**src/rtl/quad_pkg.sv**
```systemverilog
// Shared definitions for the quadrature decoder: phase-state encodings,
// direction values and the transition classifier.
package quad_pkg;

  localparam logic [1:0] S_00 = 2'b00;
  localparam logic [1:0] S_10 = 2'b10;
  localparam logic [1:0] S_11 = 2'b11;
  localparam logic [1:0] S_01 = 2'b01;

  localparam logic DIR_FWD = 1'b1;
  localparam logic DIR_REV = 1'b0;

  typedef enum logic [1:0] {
    TR_NONE,
    TR_FWD,
    TR_REV,
    TR_ILLEGAL
  } trans_e;

  // Successor of s in forward (A leads) order 00->10->11->01->00.
  function automatic logic [1:0] fwd_next(input logic [1:0] s);
    logic [1:0] n;
    case (s)
      S_00:    n = S_10;
      S_10:    n = S_11;
      S_11:    n = S_01;
      default: n = S_00;
    endcase
    return n;
  endfunction

  function automatic trans_e classify(input logic [1:0] prev, input logic [1:0] next);
    trans_e t;
    if (prev == next)                t = TR_NONE;
    else if (next == fwd_next(prev)) t = TR_FWD;
    else if (prev == fwd_next(next)) t = TR_REV;
    else                             t = TR_ILLEGAL;
    return t;
  endfunction

endpackage

```
**src/rtl/quad_input_filter.sv**
```systemverilog
// Synchroniser plus run-length deglitch filter for one asynchronous phase pin.
module quad_input_filter
  import quad_pkg::*;
#(
  parameter int unsigned SYNC_STAGES = 2,
  parameter int unsigned FILTER_LEN  = 3
) (
  input  logic clk,
  input  logic rst,
  input  logic din,
  output logic dout,
  output logic dout_valid
);

  localparam int unsigned CW = $clog2(FILTER_LEN + 1);

  logic [SYNC_STAGES-1:0] sync_q, sync_d;
  logic                   synced;
  logic                   cand_q, cand_d;
  logic [CW-1:0]          cnt_q, cnt_d;
  logic                   dout_q, dout_d;
  logic                   valid_q, valid_d;

  assign synced = sync_q[SYNC_STAGES-1];

  // cnt tracks how many consecutive synced samples equal cand; the level is
  // accepted on the sample that brings the run up to FILTER_LEN.
  always_comb begin
    sync_d  = {sync_q[SYNC_STAGES-2:0], din};
    cand_d  = synced;
    cnt_d   = CW'(1);
    dout_d  = dout_q;
    valid_d = valid_q;
    if (synced == cand_q) begin
      cnt_d = (cnt_q == CW'(FILTER_LEN)) ? cnt_q : cnt_q + CW'(1);
    end
    if (cnt_d == CW'(FILTER_LEN)) begin
      dout_d  = cand_d;
      valid_d = 1'b1;
    end
  end

  always_ff @(posedge clk or posedge rst) begin
    if (rst) begin
      sync_q  <= '0;
      cand_q  <= 1'b0;
      cnt_q   <= '0;
      dout_q  <= 1'b0;
      valid_q <= 1'b0;
    end else begin
      sync_q  <= sync_d;
      cand_q  <= cand_d;
      cnt_q   <= cnt_d;
      dout_q  <= dout_d;
      valid_q <= valid_d;
    end
  end

  assign dout       = dout_q;
  assign dout_valid = valid_q;

endmodule

```
**src/rtl/quadrature_decoder.sv**
```systemverilog
// Quadrature encoder decoder: filtered phase tracking, registered step/dir
// pulses, wrapping or saturating position count and sticky illegal-move flag.
module quadrature_decoder
  import quad_pkg::*;
#(
  parameter int unsigned WIDTH       = 4,
  parameter int unsigned SYNC_STAGES = 2,
  parameter int unsigned FILTER_LEN  = 3,
  parameter bit          WRAP        = 1'b1
) (
  input  logic             clk,
  input  logic             rst,
  input  logic             quad_a,
  input  logic             quad_b,
  input  logic             enable,
  input  logic             clear,
  input  logic             err_clr,
  output logic             step,
  output logic             dir,
  output logic [WIDTH-1:0] position,
  output logic             error
);

  logic a_f, b_f, a_valid, b_valid;

  quad_input_filter #(.SYNC_STAGES(SYNC_STAGES), .FILTER_LEN(FILTER_LEN)) u_filt_a (
    .clk(clk), .rst(rst), .din(quad_a), .dout(a_f), .dout_valid(a_valid)
  );

  quad_input_filter #(.SYNC_STAGES(SYNC_STAGES), .FILTER_LEN(FILTER_LEN)) u_filt_b (
    .clk(clk), .rst(rst), .din(quad_b), .dout(b_f), .dout_valid(b_valid)
  );

  logic [1:0]       s_now;
  logic [1:0]       s_q, s_d;
  logic             primed_q, primed_d;
  logic             step_q, step_d;
  logic             dir_q, dir_d;
  logic [WIDTH-1:0] pos_q, pos_d;
  logic             error_q, error_d;
  trans_e           trans;

  assign s_now = {a_f, b_f};

  always_comb begin
    s_d      = s_q;
    primed_d = primed_q;
    step_d   = 1'b0;
    dir_d    = dir_q;
    pos_d    = pos_q;
    error_d  = err_clr ? 1'b0 : error_q;
    trans    = TR_NONE;

    // Until primed, s_q holds no real reference, so the first state is only loaded.
    if (primed_q) trans = classify(s_q, s_now);
    if (a_valid && b_valid) begin
      s_d      = s_now;
      primed_d = 1'b1;
    end

    if (trans == TR_ILLEGAL) error_d = 1'b1;

    if (enable && (trans == TR_FWD || trans == TR_REV)) begin
      step_d = 1'b1;
      if (trans == TR_FWD) begin
        dir_d = DIR_FWD;
        if (WRAP || pos_q != '1) pos_d = pos_q + WIDTH'(1);
      end else begin
        dir_d = DIR_REV;
        if (WRAP || pos_q != '0) pos_d = pos_q - WIDTH'(1);
      end
    end

    if (clear) pos_d = '0;
  end

  always_ff @(posedge clk or posedge rst) begin
    if (rst) begin
      s_q      <= S_00;
      primed_q <= 1'b0;
      step_q   <= 1'b0;
      dir_q    <= DIR_REV;
      pos_q    <= '0;
      error_q  <= 1'b0;
    end else begin
      s_q      <= s_d;
      primed_q <= primed_d;
      step_q   <= step_d;
      dir_q    <= dir_d;
      pos_q    <= pos_d;
      error_q  <= error_d;
    end
  end

  assign step     = step_q;
  assign dir      = dir_q;
  assign position = pos_q;
  assign error    = error_q;

endmodule

```
**config.mk**
```make
export PLATFORM = sky130hd
export DESIGN_NAME = quadrature_decoder
export DESIGN_NICKNAME = d
export VERILOG_FILES = /design/src/rtl/quad_pkg.sv /design/src/rtl/quad_input_filter.sv /design/src/rtl/quadrature_decoder.sv
export SDC_FILE = /design/constraint.sdc
export NUM_CORES = 1
export LEC_CHECK = 0
export ABC_AREA = 1
export CAP_MARGIN = 20
export CORE_MARGIN = 2
export CORE_UTILIZATION = 55
export DETAILED_ROUTE_END_ITERATION = 12
export PLACE_DENSITY = 0.91
export SLEW_MARGIN = 10
export SYNTH_ARGS = -nofsm -noshare
export SYNTH_HDL_FRONTEND = slang
export SYNTH_HIERARCHICAL = 1
export SYNTH_SLANG_ARGS = --single-unit
```
**constraint.sdc**
```tcl
create_clock -name clk -period 4.8 [get_ports clk]
set_clock_uncertainty 0.05 [all_clocks]
set_input_delay 0.48 -clock clk [delete_from_list [all_inputs] [get_ports clk]]
set_output_delay 0.48 -clock clk [all_outputs]
set_load 0.05 [all_outputs]
```
After elaboration in Yosys (flattened, before gate mapping). Index checks and enable logic that the tools add are counted. Widths: inputs -> output; s select.

Bits in registers: 24. Input port bits: 7. Word-level logic and storage cells: 65.

$add $sub $neg: 4. Equality and inequality tests: 16. Mux-type cells: 22. Reduce and logical (&&, ||, !) cells: 7.

Operator list (count): $mux 2 (12); $eq 2x2->1 const B (10); $mux 4 (3); $pmux 2 s3 (2); $eq 2x2->1 (3); $mux 1 (5); $add 2x1->2 const B (2); $add 4x1->4 const B (1); $logic_not 2->1 (2); $reduce_bool 2->1 (2); $sub 4x1->4 const B (1); $eq 1x1->1 (2); $eq 2x1->1 const B (1); $logic_and 1x1->1 (2); $logic_or 1x1->1 (1).

Depth between registers and ports, before layout.
Depth in word-level cells: 18. Gate-level depth with buffers: 13. Depth with buffers taken out: 13.

Hierarchy. Netlist, hierarchy kept.

By module, submodules not included: quadrature_decoder (times used 1, cells each 67, area each 581.8 um2, seq. area each 250.2 um2); quad_input_filter (times used 2, cells each 21, area each 244.0 um2, seq. area each 175.2 um2).

Worst setup path before layout. OpenSTA, ideal clock, no wires.

Kind: flip-flop to flip-flop. From: register u_filt_a.dout_q (netlist: u_filt_a/dout). To: register pos_q[3] (netlist: position[3]). Setup time: 0.119 ns. Arrival: 1.788 ns. Required time: 4.631 ns. Slack: 2.844 ns. Stages on the path, launching flop included: 13. Buffers on the path: 0. Cell sequence: dfrtp_1 xnor2_1 nand2_1 nand2_1 nor2_1 ha_1 inv_1 ha_1 or2_1 nand2_1 nand2_1 nand3_1 nand2_1.

Longest elaborated chain between the ends: 14. Elaborated cells on any way between the ends: 22. Those cells by class: eq/ne: 7; mux: 11; reduce/logical: 4.

RTL lines: from (decl) (RTL line quad_input_filter.sv:21) `logic dout_q, dout_d;`; from (signal assigned) (RTL line quad_input_filter.sv:54) `dout_q <= dout_d;`; $eq 2x2->1 or $logic_not 2->1 (tied branches) (RTL line quad_pkg.sv:23) `case (s)`; $pmux 2 s3 (RTL line quad_pkg.sv:23); $mux 2 (RTL line quad_pkg.sv:35) `else if (next == fwd_next(prev)) t = TR_FWD;`; $mux 2 (RTL line quad_pkg.sv:34) `if (prev == next) t = TR_NONE;`; $mux 2 (RTL line quadrature_decoder.sv:55) `if (primed_q) trans = classify(s_q, s_now);`; $eq 2x2->1 (RTL line quad_pkg.sv:36) `else if (prev == fwd_next(next)) t = TR_REV;`; $mux 1 (RTL line quad_pkg.sv:36); $mux 2 (RTL line quad_pkg.sv:35); $mux 2 * (RTL line quad_pkg.sv:34); $mux 2 * (RTL line quadrature_decoder.sv:55); $eq 2x1->1 or $eq 2x2->1 (tied branches) (RTL line quadrature_decoder.sv:63, quadrature_decoder.sv:65); $mux 4 or $logic_or 1x1->1 (tied branches) (RTL line quadrature_decoder.sv:65, quadrature_decoder.sv:63); $mux 4 or $logic_and 1x1->1 (tied branches) (RTL line quadrature_decoder.sv:63) `if (enable && (trans == TR_FWD || trans == TR_REV)) begin`; $mux 4 or $reduce_bool 2->1 (tied branches); to (signal assigned) (RTL line quadrature_decoder.sv:90) `pos_q <= pos_d;`; to (decl) (RTL line quadrature_decoder.sv:39) `logic [WIDTH-1:0] pos_q, pos_d;`.

Mark *: on every way between the ends. The rest lies on a longest branch, timed or not. The select of a mux whose other input is x is not followed. A chain may end at the register's enable or synchronous reset.

Worst setup path in the final report.
From: register s_q[1]. To: register pos_q[3] (netlist: position[3]).

Longest elaborated chain between the ends: 12. Elaborated cells on any way between the ends: 21. Those cells by class: eq/ne: 7; mux: 10; reduce/logical: 4.

RTL lines: from (decl) (RTL line quadrature_decoder.sv:35) `logic [1:0] s_q, s_d;`; from (signal assigned) (RTL line quadrature_decoder.sv:79) `s_q <= S_00;`; from (signal assigned) (RTL line quadrature_decoder.sv:86) `s_q <= s_d;`; $eq 2x2->1 or $logic_not 2->1 (tied branches) (RTL line quad_pkg.sv:23); $pmux 2 s3 (RTL line quad_pkg.sv:23); $mux 2 (RTL line quad_pkg.sv:34); $mux 2 (RTL line quadrature_decoder.sv:55); $eq 2x2->1 (RTL line quad_pkg.sv:35); $mux 2 (RTL line quad_pkg.sv:35); $mux 2 * (RTL line quad_pkg.sv:34); $mux 2 * (RTL line quadrature_decoder.sv:55); $eq 2x1->1 or $eq 2x2->1 (tied branches) (RTL line quadrature_decoder.sv:63, quadrature_decoder.sv:65); $mux 4 or $logic_or 1x1->1 (tied branches) (RTL line quadrature_decoder.sv:65, quadrature_decoder.sv:63); $mux 4 or $logic_and 1x1->1 (tied branches) (RTL line quadrature_decoder.sv:63); $mux 4 or $reduce_bool 2->1 (tied branches).

Marked as above.

==> results.ini <==
[cts]
cts_root_buf = clkbuf_4
numCtsBuffers = 3
cts_sinks = 24
clk_path_buf_depth = 2
cts_setup_buffers = 0
cts_resized = 0
insertion_delay_ns = 0.31
cts_tree = yes
cts.htree.levels = 1
cts_hold_buf = 0
cts.clk_slew.worst_paths_ns = 0.12

[synth]
yosysTopAreaCellShare = 0.5614
yosysWarnings = 6
syn-num-nets = 121
ys_seq_elements = 24
avgSynthCellArea_um2 = 9.814
syn-cell-area_mm2 = 0.001070
synthCells = 109
synthArstFlopShare = 1.000
yosys-top-cells-area = dfrtp_1 56%, nand2_1 9.5%, inv_1 7.7%, ha_1 4.7%, nand3_1 2.8%
yosys-top-cells-count = 27 x nand2_1, 24 x dfrtp_1, 22 x inv_1, 6 x nand3_1, 4 x ha_1
synth_edf_count = 0
synth.most_common_cell = nand2_1
yosys_most_used_dff = dfrtp_1
synth_cell_types = 19
synth_top_area_cell = dfrtp_1
ys_seq_area_frac = 0.5614

[power_and_ir_drop]
swShare = 0.4184
power-per-cell-area_mw_per_mm2 = 512.0
vdd_drop_max_mv = 0.3516
share_seq_of_total_power = 0.404
switching_power_uw = 268.6
power.internal_uw = 373.3
cellLeakagePower_nw = 0.6605
combinationalPowerShare = 0.463
pwr-share-clk = 0.133

[timing]
fin_setup_tns_ns = 0
timing.final.crit_share = 0.4616
setup_violations = 0
max_slew_margin = 0.6666
rsz0062_at_grt = false
hold_viol_final = 0
max_freq_mhz = 451.3
min_period_ns = 2.216
worstMarginPinSlew_ns = 0.4985
maxSlewViolCount = 0

[floorplanning]
dieArea_mm2 = 0.002314
io_pins = 14
num_rows = 15
core_area_mm2 = 0.001783
die_height_um = 48.10
start_util = 0.6000
die_w_um = 48.10

[global_routing]
first_global_vias = 760
grt_usage = 0.2050
grt-ovfl-total = 0
antenna_found_initial = 0
grt_max_degree = 13
grt_pass1_wl_mm = 3.084

[route]
ant_nets = 0
totalWireLength_mm = 1.898
drc = 0
post_drt_wl_per_cell_um = 12.65
first_iter_violations = 34
first_pass_iters = 4
vias = 783
via_per_inst = 5.220

[worst_setup_path]
end_kind = flip-flop
critPathRequiredTime_ns = 4.97
critPathKind = flip-flop to flip-flop
startpoint_type = flip-flop
crit_path_max_fanout = 4
cp_data_arrival_time_ns = 2.38

[place]
hpwlAfterDp_mm = 1.549
portBuffers = 13
routabilityCongestion = 0.7390

[run_status]
status = complete, no violations

[layout]
antenna_cells = 0
drive_above_1_share = 0.08000
nets = 139
final_core_utilization = 0.7032
area_growth_pct = 17.19

[hold_path]
hold_class = flip-flop to flip-flop

[flow_run]
maxCapViolCount = 0

layout by cell type (no fill, tap or decap):
cell	count
nand3_2	3
clkbuf_4	3
mux2_2	2
o21ai_0	3
nand2_1	27
ha_1	4
nand3_1	6
or2_1	1
nor2_2	1
o21bai_1	1
inv_1	22
xor2_1	2
nor2_1	3
o211a_1	2
dfrtp_1	24
inv_2	1
fa_1	1
o22ai_1	1
clkdlybuf4s50_1	13
xnor2_1	3
nand4_1	2
logic make-up after synthesis:
logic type,Yosys count,share of synthesized area
muxes,2,0.02105
and+or+nand+nor,43,0.1848
xor gates and xnor gates,5,0.04094
adders and majority gates,5,0.06550
buffers and inverters,23,0.08070
DFF,24,0.5614
AOI/OAI and AO/OA,7,0.04562
per-layer routing:
| metal | track usage | wire length [µm] | vias up |
|---|---|---|---|
| met3 | 0.04444 | 96 | 6 |
| met4 | 0.1135 | 41 | 0 |
| li1 | - | - | 365 |
| met1 | 0.2328 | 786 | 384 |
| met5 | 0 | 0 | - |
| met2 | 0.3573 | 974 | 28 |
registers in the layout, indices dropped and copies added (netlist names):
name / count
position: 4
s_q: 2
u_filt_a/cnt_q: 2
u_filt_a/sync_q: 2
u_filt_b/cnt_q: 2
u_filt_b/sync_q: 2
dir: 1
error: 1
primed_q: 1
step: 1
u_filt_a/cand_q: 1
u_filt_a/dout: 1
u_filt_a/dout_valid: 1
u_filt_b/cand_q: 1
u_filt_b/dout: 1
u_filt_b/dout_valid: 1
critical path, stage by stage, from the launching register on:
cell	delay (ns)
dfrtp_1	0.43
xnor2_1	0.22
nor2_1	0.07
nor2_1	0.18
ha_1	0.25
inv_1	0.11
ha_1	0.32
or2_1	0.25
nand2_1	0.07
nand2_1	0.05
nand3_1	0.07
nand2_1	0.05
per-stage QoR:
stage,hold slack [ns],area [µm²],setup WS (ns),total power [mW],std cells
CTS,0.3160,1254,2.588,0.6427,150
detailed placement,0.2881,1231,2.621,0.5586,147
global route,0.3308,1254,2.416,0.6888,150
finish,0.3133,1254,2.584,0.6419,150
global placement,0.2849,1231,2.758,0.5418,147
floorplan,0.2334,1070,2.844,0.4741,109
worst paths after layout:
check | from | end | slack, ns | cells after the start
setup / recovery | s_q[1] | position[3] | 2.58 | 11
hold / removal | u_filt_a/sync_q[0] | u_filt_a/sync_q[1] | 0.31 | 0
setup reg to reg | s_q[1] | position[3] | 2.58 | 11
hold reg to reg | u_filt_a/sync_q[0] | u_filt_a/sync_q[1] | 0.31 | 0
max in group asynchronous | rst | primed_q | 3.95 | 2
min in group asynchronous | rst | u_filt_a/cand_q | 0.41 | 2
power groups by stage:
| stage | combinational [mW] | sequential [mW] | clock [mW] |
|---|---|---|---|
| final | 0.297 | 0.259 | 0.0857 |
| after global routing | 0.331 | 0.263 | 0.0942 |
| after CTS | 0.297 | 0.259 | 0.0860 |
| after detailed placement | 0.295 | 0.263 | 0 |
| after global placement | 0.281 | 0.260 | 0 |
| after floorplan | 0.151 | 0.323 | 0 |
final cells by class:
type / count / area, µm²
Clock buffer: 3 / 22.52
Fill cell: 130 / 529.3
Inverter: 23 / 86.33
Multi-Input combinational cell: 62 / 382.9
Sequential cell: 24 / 600.6
Tap cell: 25 / 31.28
Timing Repair Buffer: 13 / 130.1
Power figures use the tool's default switching activity.
